--- src/rtl/uart_arb_pkg.sv ---
// Shared constants and helpers for the two-port UART transmit arbiter.
// Holds the byte width, port count, FSM state encodings and the
// round-robin selection rule used by the arbiter.
package uart_arb_pkg;

  localparam int BYTE_W    = 8;
  localparam int NUM_PORTS = 2;

  // FSM state encodings, kept as plain 3-bit constants so the
  // encoding stays fixed in waveforms and downstream tooling.
  typedef logic [2:0] state_t;

  localparam state_t ST_IDLE        = 3'd0;
  localparam state_t ST_LOAD        = 3'd1;
  localparam state_t ST_WAIT_ACTIVE = 3'd2;
  localparam state_t ST_WAIT_DONE   = 3'd3;
  localparam state_t ST_GAP         = 3'd4;

  // Round-robin pick between the two ports.
  // When both have data, the port that did not win last time goes next;
  // otherwise the only non-empty port wins. Only meaningful when at
  // least one bit of nonempty is set.
  function automatic logic pick_port(input logic [NUM_PORTS-1:0] nonempty,
                                     input logic                 last_grant);
    logic sel;
    if (&nonempty) begin
      sel = ~last_grant;
    end else if (nonempty[0]) begin
      sel = 1'b0;
    end else begin
      sel = 1'b1;
    end
    return sel;
  endfunction

endpackage

--- src/rtl/byte_fifo.sv ---
// Small synchronous byte FIFO with first-word-fall-through read.
// rd_data always shows the oldest stored byte; rd_en consumes it.
// Occupancy is tracked with one extra bit so full and empty are
// distinguishable while the pointers wrap modulo the depth.
module byte_fifo
  import uart_arb_pkg::*;
#(
  parameter int DEPTH_LOG2 = 2
) (
  input  logic              clk,
  input  logic              reset,
  input  logic              wr_en,
  input  logic [BYTE_W-1:0] wr_data,
  input  logic              rd_en,
  output logic [BYTE_W-1:0] rd_data,
  output logic              full,
  output logic              empty
);

  localparam int DEPTH = 2 ** DEPTH_LOG2;
  localparam logic [DEPTH_LOG2:0] FULL_COUNT = {1'b1, {DEPTH_LOG2{1'b0}}};

  logic [BYTE_W-1:0]     r_mem [DEPTH];
  logic [DEPTH_LOG2-1:0] r_wr_ptr;
  logic [DEPTH_LOG2-1:0] r_rd_ptr;
  logic [DEPTH_LOG2:0]   r_count;

  logic w_push;
  logic w_pop;

  // Status flags come straight from the registered occupancy.
  assign full    = (r_count == FULL_COUNT);
  assign empty   = (r_count == '0);
  assign w_push  = wr_en && !full;
  assign w_pop   = rd_en && !empty;
  assign rd_data = r_mem[r_rd_ptr];

  // Storage array write.
  // NOTE: the data array is deliberately left out of reset: it is only
  // read behind a non-empty count, and a reset here would turn the RAM
  // into a large bank of flops. Sequential state always uses <= so every
  // register samples the pre-edge values of its inputs.
  always_ff @(posedge clk) begin
    if (w_push) begin
      r_mem[r_wr_ptr] <= wr_data;
    end
  end

  // Pointers and occupancy; the pointers wrap naturally at their width.
  always_ff @(posedge clk or posedge reset) begin
    if (reset) begin
      r_wr_ptr <= '0;
      r_rd_ptr <= '0;
      r_count  <= '0;
    end else begin
      if (w_push) begin
        r_wr_ptr <= r_wr_ptr + 1'b1;
      end
      if (w_pop) begin
        r_rd_ptr <= r_rd_ptr + 1'b1;
      end
      case ({w_push, w_pop})
        2'b10:   r_count <= r_count + 1'b1;
        2'b01:   r_count <= r_count - 1'b1;
        default: r_count <= r_count;
      endcase
    end
  end

endmodule

--- src/rtl/uart_tx_arbiter.sv ---
// Shares one uart_tx serialiser between two byte producers.
// Port 0 is the CPU debug stream, port 1 the RX echo/monitor stream.
// Each port has its own FIFO; a round-robin FSM drains them one byte at
// a time, waits for the serialiser to finish, then enforces an idle gap
// before the next byte is loaded.
module uart_tx_arbiter
  import uart_arb_pkg::*;
#(
  parameter int DEPTH_LOG2 = 2,
  parameter int GAP_CYCLES = 16
) (
  input  logic              clk,
  input  logic              reset,
  input  logic [BYTE_W-1:0] req0_data,
  input  logic              req0_valid,
  output logic              req0_ready,
  input  logic [BYTE_W-1:0] req1_data,
  input  logic              req1_valid,
  output logic              req1_ready,
  output logic              tx_dv,
  output logic [BYTE_W-1:0] tx_byte,
  input  logic              tx_active,
  input  logic              tx_done,
  output logic [1:0]        ovf,
  output logic              busy
);

  // Gap counter reload: the GAP state lasts exactly GAP_CYCLES cycles.
  localparam logic [7:0] GAP_LOAD = 8'(GAP_CYCLES - 1);

  state_t            r_state;
  logic              r_last_grant;
  logic [7:0]        r_gap;
  logic [BYTE_W-1:0] r_tx_byte;
  logic              r_tx_dv;
  logic [1:0]        r_ovf;
  logic              r_live;

  logic [1:0]        w_full;
  logic [1:0]        w_empty;
  logic [1:0]        w_ready;
  logic [1:0]        w_wr_en;
  logic [1:0]        w_pop;
  logic [BYTE_W-1:0] w_rd_data0;
  logic [BYTE_W-1:0] w_rd_data1;
  logic              w_start;
  logic              w_sel;

  // Producer handshake. Ready is low during reset and for the first
  // cycle after it, then follows the registered FIFO occupancy, so a pop
  // from a full FIFO cannot reopen ready in the same cycle.
  assign w_ready    = ~w_full & {2{r_live}};
  assign w_wr_en[0] = req0_valid && w_ready[0];
  assign w_wr_en[1] = req1_valid && w_ready[1];
  assign req0_ready = w_ready[0];
  assign req1_ready = w_ready[1];

  // Launch a byte only from IDLE, only when the serialiser is quiet
  // (it has no reset and may still be mid-frame after ours), and only
  // when some FIFO has data.
  assign w_start  = (r_state == ST_IDLE) && !tx_active && (w_empty != 2'b11);
  assign w_sel    = pick_port(~w_empty, r_last_grant);
  assign w_pop[0] = w_start && !w_sel;
  assign w_pop[1] = w_start &&  w_sel;

  assign tx_dv   = r_tx_dv;
  assign tx_byte = r_tx_byte;
  assign ovf     = r_ovf;
  assign busy    = (r_state != ST_IDLE);

  byte_fifo #(
    .DEPTH_LOG2 (DEPTH_LOG2)
  ) u_fifo0 (
    .clk     (clk),
    .reset   (reset),
    .wr_en   (w_wr_en[0]),
    .wr_data (req0_data),
    .rd_en   (w_pop[0]),
    .rd_data (w_rd_data0),
    .full    (w_full[0]),
    .empty   (w_empty[0])
  );

  byte_fifo #(
    .DEPTH_LOG2 (DEPTH_LOG2)
  ) u_fifo1 (
    .clk     (clk),
    .reset   (reset),
    .wr_en   (w_wr_en[1]),
    .wr_data (req1_data),
    .rd_en   (w_pop[1]),
    .rd_data (w_rd_data1),
    .full    (w_full[1]),
    .empty   (w_empty[1])
  );

  // Hold ready low for one cycle after reset release.
  always_ff @(posedge clk or posedge reset) begin
    if (reset) begin
      r_live <= 1'b0;
    end else begin
      r_live <= 1'b1;
    end
  end

  // Sticky per-port overflow: a byte offered while the port is not ready.
  always_ff @(posedge clk or posedge reset) begin
    if (reset) begin
      r_ovf <= 2'b00;
    end else begin
      r_ovf <= r_ovf | {req1_valid & ~w_ready[1], req0_valid & ~w_ready[0]};
    end
  end

  // Arbitration FSM: pick and pop in IDLE, pulse tx_dv in LOAD, follow
  // the serialiser through its frame, then sit out the idle gap.
  always_ff @(posedge clk or posedge reset) begin
    if (reset) begin
      r_state      <= ST_IDLE;
      r_last_grant <= 1'b1;
      r_gap        <= 8'd0;
      r_tx_byte    <= '0;
      r_tx_dv      <= 1'b0;
    end else begin
      r_tx_dv <= 1'b0;
      case (r_state)
        ST_IDLE: begin
          if (w_start) begin
            r_tx_byte    <= w_sel ? w_rd_data1 : w_rd_data0;
            r_last_grant <= w_sel;
            r_tx_dv      <= 1'b1;
            r_state      <= ST_LOAD;
          end
        end
        ST_LOAD: begin
          r_state <= ST_WAIT_ACTIVE;
        end
        ST_WAIT_ACTIVE: begin
          // A done pulse here means the frame collapsed before active
          // was ever seen; it wins over active so it is never missed.
          if (tx_done) begin
            r_gap   <= GAP_LOAD;
            r_state <= ST_GAP;
          end else if (tx_active) begin
            r_state <= ST_WAIT_DONE;
          end
        end
        ST_WAIT_DONE: begin
          // No timeout: a lost done pulse parks here until reset.
          if (tx_done) begin
            r_gap   <= GAP_LOAD;
            r_state <= ST_GAP;
          end
        end
        ST_GAP: begin
          if (r_gap == 8'd0) begin
            r_state <= ST_IDLE;
          end else begin
            r_gap <= r_gap - 1'b1;
          end
        end
        default: begin
          r_state <= ST_IDLE;
        end
      endcase
    end
  end

endmodule

--- config.mk ---
export PLATFORM = sky130hd
export DESIGN_NAME = uart_tx_arbiter
export DESIGN_NICKNAME = d
export VERILOG_FILES = /design/src/rtl/uart_arb_pkg.sv /design/src/rtl/byte_fifo.sv /design/src/rtl/uart_tx_arbiter.sv
export SDC_FILE = /design/constraint.sdc
export NUM_CORES = 1
export LEC_CHECK = 0
export CAP_MARGIN = 20
export CORE_MARGIN = 2
export CORE_UTILIZATION = 45
export CTS_BUF_LIST = sky130_fd_sc_hd__clkbuf_2 sky130_fd_sc_hd__clkbuf_4 sky130_fd_sc_hd__clkbuf_8
export CTS_CLUSTER_SIZE = 40
export DETAILED_ROUTE_END_ITERATION = 8
export PLACE_DENSITY_LB_ADDON = 0.2
export SLEW_MARGIN = 10
export SYNTH_ARGS = -nofsm -noshare
export SYNTH_HDL_FRONTEND = slang
export SYNTH_SLANG_ARGS = --single-unit
--- constraint.sdc ---
create_clock -name clk -period 6.7 [get_ports clk]
set_input_delay 1.34 -clock clk [delete_from_list [all_inputs] [get_ports clk]]
set_output_delay 1.34 -clock clk [all_outputs]
set_load 0.01 [all_outputs]
==> flow_metrics.py <==
metrics = {
    "floorplanning": {
        "start_util_pct": 46.6,
        "die_h_um": 102,
        "die_area_mm2": 0.0104,
        "ios": 36,
        "die_x_um": 102,
        "core_area_mm2": 0.00928,
        "num_rows": 35,
    },
    "layout": {
        "nFillCells": 796,
        "nets": 351,
        "drive_gt1_share_pct": 15.6,
        "layout_common_cells": "64 x edfxtp_1, 37 x dfrtp_1, 35 x clkdlybuf4s50_1, 25 x nand2_1, 24 x inv_1",
        "final_common_cell": "edfxtp_1",
        "n_antenna_cell": 0,
        "areaGrowthSynthToFinish_pct": 15.3,
    },
    "cts": {
        "clock_sinks": 102,
        "postCtsSetupRepairBufs": 0,
        "clkTransAtPathRegs_ns": 0.09,
        "cts_buffers": 9,
        "htreeDepth": 3,
        "cts_tree": "done",
        "cts_max_path_buffers": 2,
        "cts_hold_buf": 0,
        "clock_latency_ns": 0.35,
        "clockRootBuffer": "clkbuf_8",
        "cts_resized": 0,
    },
    "detailed_routing": {
        "final_antenna_net_count": 0,
        "wl_per_cell_um": 15.8,
        "post-route-drc-count": 0,
        "routed_wl_um": 7100,
        "first_pass_iters": 4,
        "vias": 2244,
        "first_iter_violations": 107,
        "via_per_inst": 5.00,
    },
    "power_and_ir_drop": {
        "power_density_mw_per_mm2": 388,
        "ir_drop_mv": 0.157,
        "p_leak_nw": 1.91,
        "finalPower_mw": 1.94,
    },
    "yosys": {
        "synth_top_area_share_pct": 44.4,
        "synth_seq_area_share_pct": 66.4,
        "synth_fa_ha_area_share_pct": 4.39,
        "synth_top_cell_by_area": "edfxtp_1",
        "async_reset_ff_share_pct": 37.3,
        "syn-cell-area_mm2": 0.00433,
        "ys_seq_elements": 102,
        "synthFlopType": "edfxtp_1",
        "synth_cell_type_count": 50,
        "synth_edf_count": 64,
        "yosys.area_share.simple_pct": 8.18,
        "yosysWarnings": 0,
        "muxShareOfSynthArea_pct": 9.08,
        "synthXorXnorAreaFrac_pct": 2.78,
        "syn_area_per_cell_um2": 15.7,
        "synth-compound-area-share_pct": 5.61,
        "synth_top_family_by_area": "multiplexers",
        "synthTopCellsByArea": "edfxtp_1 44%, dfrtp_1 21%, mux4_2 8.3%",
        "syn_inst": 275,
        "syn_nets": 311,
    },
    "sta": {
        "fmax_mhz": 263,
        "setup_viol": 0,
        "skew_ns": 0.0130,
        "relSlewSlack_pct": 43.8,
        "hold_viol_final": 0,
        "post-route-period-util_pct": 56.8,
        "final_max_slew_viol_count": 0,
        "worst_slew_pin_slew_ns": 0.842,
        "fin_ws_ns": 2.89,
        "tns_ns": 0,
        "rsz0062_at_grt": "false",
        "post-route-min-period_ns": 3.81,
    },
    "global_routing": {
        "grt_pass1_vias": 2376,
        "grt_overflow_total": 0,
        "antenna_found_initial": 0,
        "grtUsageTotal_pct": 15.2,
        "grt_pass1_wl_um": 11700,
        "grt_max_degree": 39,
    },
    "placement": {
        "routabilityCongestion": 0.771,
        "port_buffers": 35,
        "dpl.hpwl_um": 5040,
        "pre_cts_slack_ns": 2.53,
    },
    "setup_path": {
        "critPathArrivalTime_ns": 4.09,
        "crit_start": "tx_active",
        "crit_slowest_cell": "a211oi_2",
        "crit_required_ns": 6.98,
        "endpoint_kind": "flop",
        "reg2reg_slack_ns": 3.73,
        "cp_max_fo": 11,
        "crit_path_cell_trace": "clkdlybuf4s50_1 -> or4_4 -> a211oi_2 -> ha_1 -> inv_1 -> fa_1 -> xor2_1 -> nor2_1 -> xor2_1",
        "worstReg2RegStart": "r_state[2]$_DFFE_PP0P_",
        "cp_common_cell": "xor2_1",
        "rr_endpoint": "u_fifo0.r_count[2]$_DFFE_PP0P_",
        "r2r_cells": 8,
        "crit_type": "in2reg",
        "crit_path_start_kind": "input port",
        "endpoint": "u_fifo0.r_count[2]$_DFFE_PP0P_",
        "slowest_delay_ns": 0.69,
    },
    "status": {
        "outcome": "complete, no violations",
    },
    "run": {
        "max_cap_violations": 0,
    },
    "worst_hold_path": {
        "hp-class": "reg2reg",
    },
}
[power breakdown]
group	leakage, nW	switching (mW)	internal (mW)
logic	0.778	0.288	0.307
registers	1.03	0.139	0.812
clock network	0.104	0.193	0.196
[area by class of cell]
| cell class | instances | area [um2] | area share [%] |
|---|---|---|---|
| sequential | 102 | 2870 | 57.6 |
| multi-input combinational | 142 | 1300 | 26.1 |
| timing repair buffer | 36 | 358 | 7.17 |
| tap | 129 | 161 | 3.23 |
| clock buffer | 13 | 160 | 3.21 |
| inverter | 24 | 90.1 | 1.80 |
| clock inverter | 3 | 43.8 | 0.877 |
[routing by layer]
layer	track usage, %	vias to the layer above	wire length, um
li1	-	1087	-
met4	3.69	0	37
met5	0	-	0
met2	24.2	38	3390
met1	20.9	1117	3400
met3	4.38	2	271
[cell usage after synthesis, types with 2 or more instances]
| library cell | number |
|---|---|
| edfxtp_1 | 64 |
| dfrtp_1 | 37 |
| nand2_1 | 25 |
| inv_1 | 24 |
| mux4_2 | 16 |
| ha_1 | 12 |
| a22oi_1 | 9 |
| and3_1 | 9 |
| nor2_1 | 7 |
| xnor2_1 | 6 |
| buf_4 | 5 |
| nor3_1 | 4 |
| xor2_1 | 4 |
| a31oi_1 | 3 |
| and2_1 | 3 |
| o21ai_0 | 3 |
| a21o_2 | 2 |
| a21oi_1 | 2 |
| buf_6 | 2 |
| fa_1 | 2 |
| mux2_2 | 2 |
| nand3_1 | 2 |
| nor3b_1 | 2 |
| o211ai_1 | 2 |
| o21bai_1 | 2 |
| xor2_2 | 2 |
[stage by stage]
stage               util (%)  instance area, um2  hold WS, ns  cells
floorplan                  -                4330        0.472    275
global placement        51.6                4790        0.453    433
detailed placement      51.6                4790        0.462    433
CTS                     53.8                4990        0.482    449
global route            53.8                4990        0.497    449
finish                  53.8                4990        0.474    449
[worst min path at each step]
stage                                        start                             end  slack, ns  cells after the start
global placement            tx_byte[4]$_DFFE_PP0P_          tx_byte[4]$_DFFE_PP0P_       0.45                      2
global route                tx_byte[2]$_DFFE_PP0P_          tx_byte[2]$_DFFE_PP0P_       0.50                      2
finish                      tx_byte[4]$_DFFE_PP0P_          tx_byte[4]$_DFFE_PP0P_       0.47                      2
detailed placement          tx_byte[4]$_DFFE_PP0P_          tx_byte[4]$_DFFE_PP0P_       0.46                      2
floorplan           u_fifo1.r_count[0]$_DFFE_PP0P_  u_fifo1.r_count[0]$_DFFE_PP0P_       0.47                      1
CTS                         tx_byte[4]$_DFFE_PP0P_          tx_byte[4]$_DFFE_PP0P_       0.48                      2
[critical path: cells and delay by family]
| family | cells | cell delay, ns |
|---|---|---|
| AO/OA/AOI/OAI | 1 | 0.69 |
| AND/OR/NAND/NOR | 2 | 0.60 |
| XOR/XNOR | 2 | 0.30 |
| buffers and inverters | 2 | 0.48 |
| adder cells (fa/ha/maj) | 2 | 0.67 |
[cells by family (layout without fill, tap and decap cells)]
logic type | Yosys count | in the layout
other | 1 | 1
AOI/OAI and AO/OA | 32 | 32
muxes | 19 | 19
DFF | 102 | 102
and+or+nand+nor | 64 | 64
xor gates and xnor gates | 12 | 12
buffers and inverters | 31 | 76
adders and majority gates | 14 | 14
[flip-flops by register name (all words and copies together) (netlist names)]
signal	cells
u_fifo0.r_mem	32
u_fifo1.r_mem	32
r_gap	8
tx_byte	8
r_state	3
u_fifo0.r_count	3
u_fifo1.r_count	3
ovf	2
u_fifo0.r_rd_ptr	2
u_fifo0.r_wr_ptr	2
u_fifo1.r_rd_ptr	2
u_fifo1.r_wr_ptr	2
r_last_grant	1
r_live	1
tx_dv	1
(Power assumes the default switching activity.)
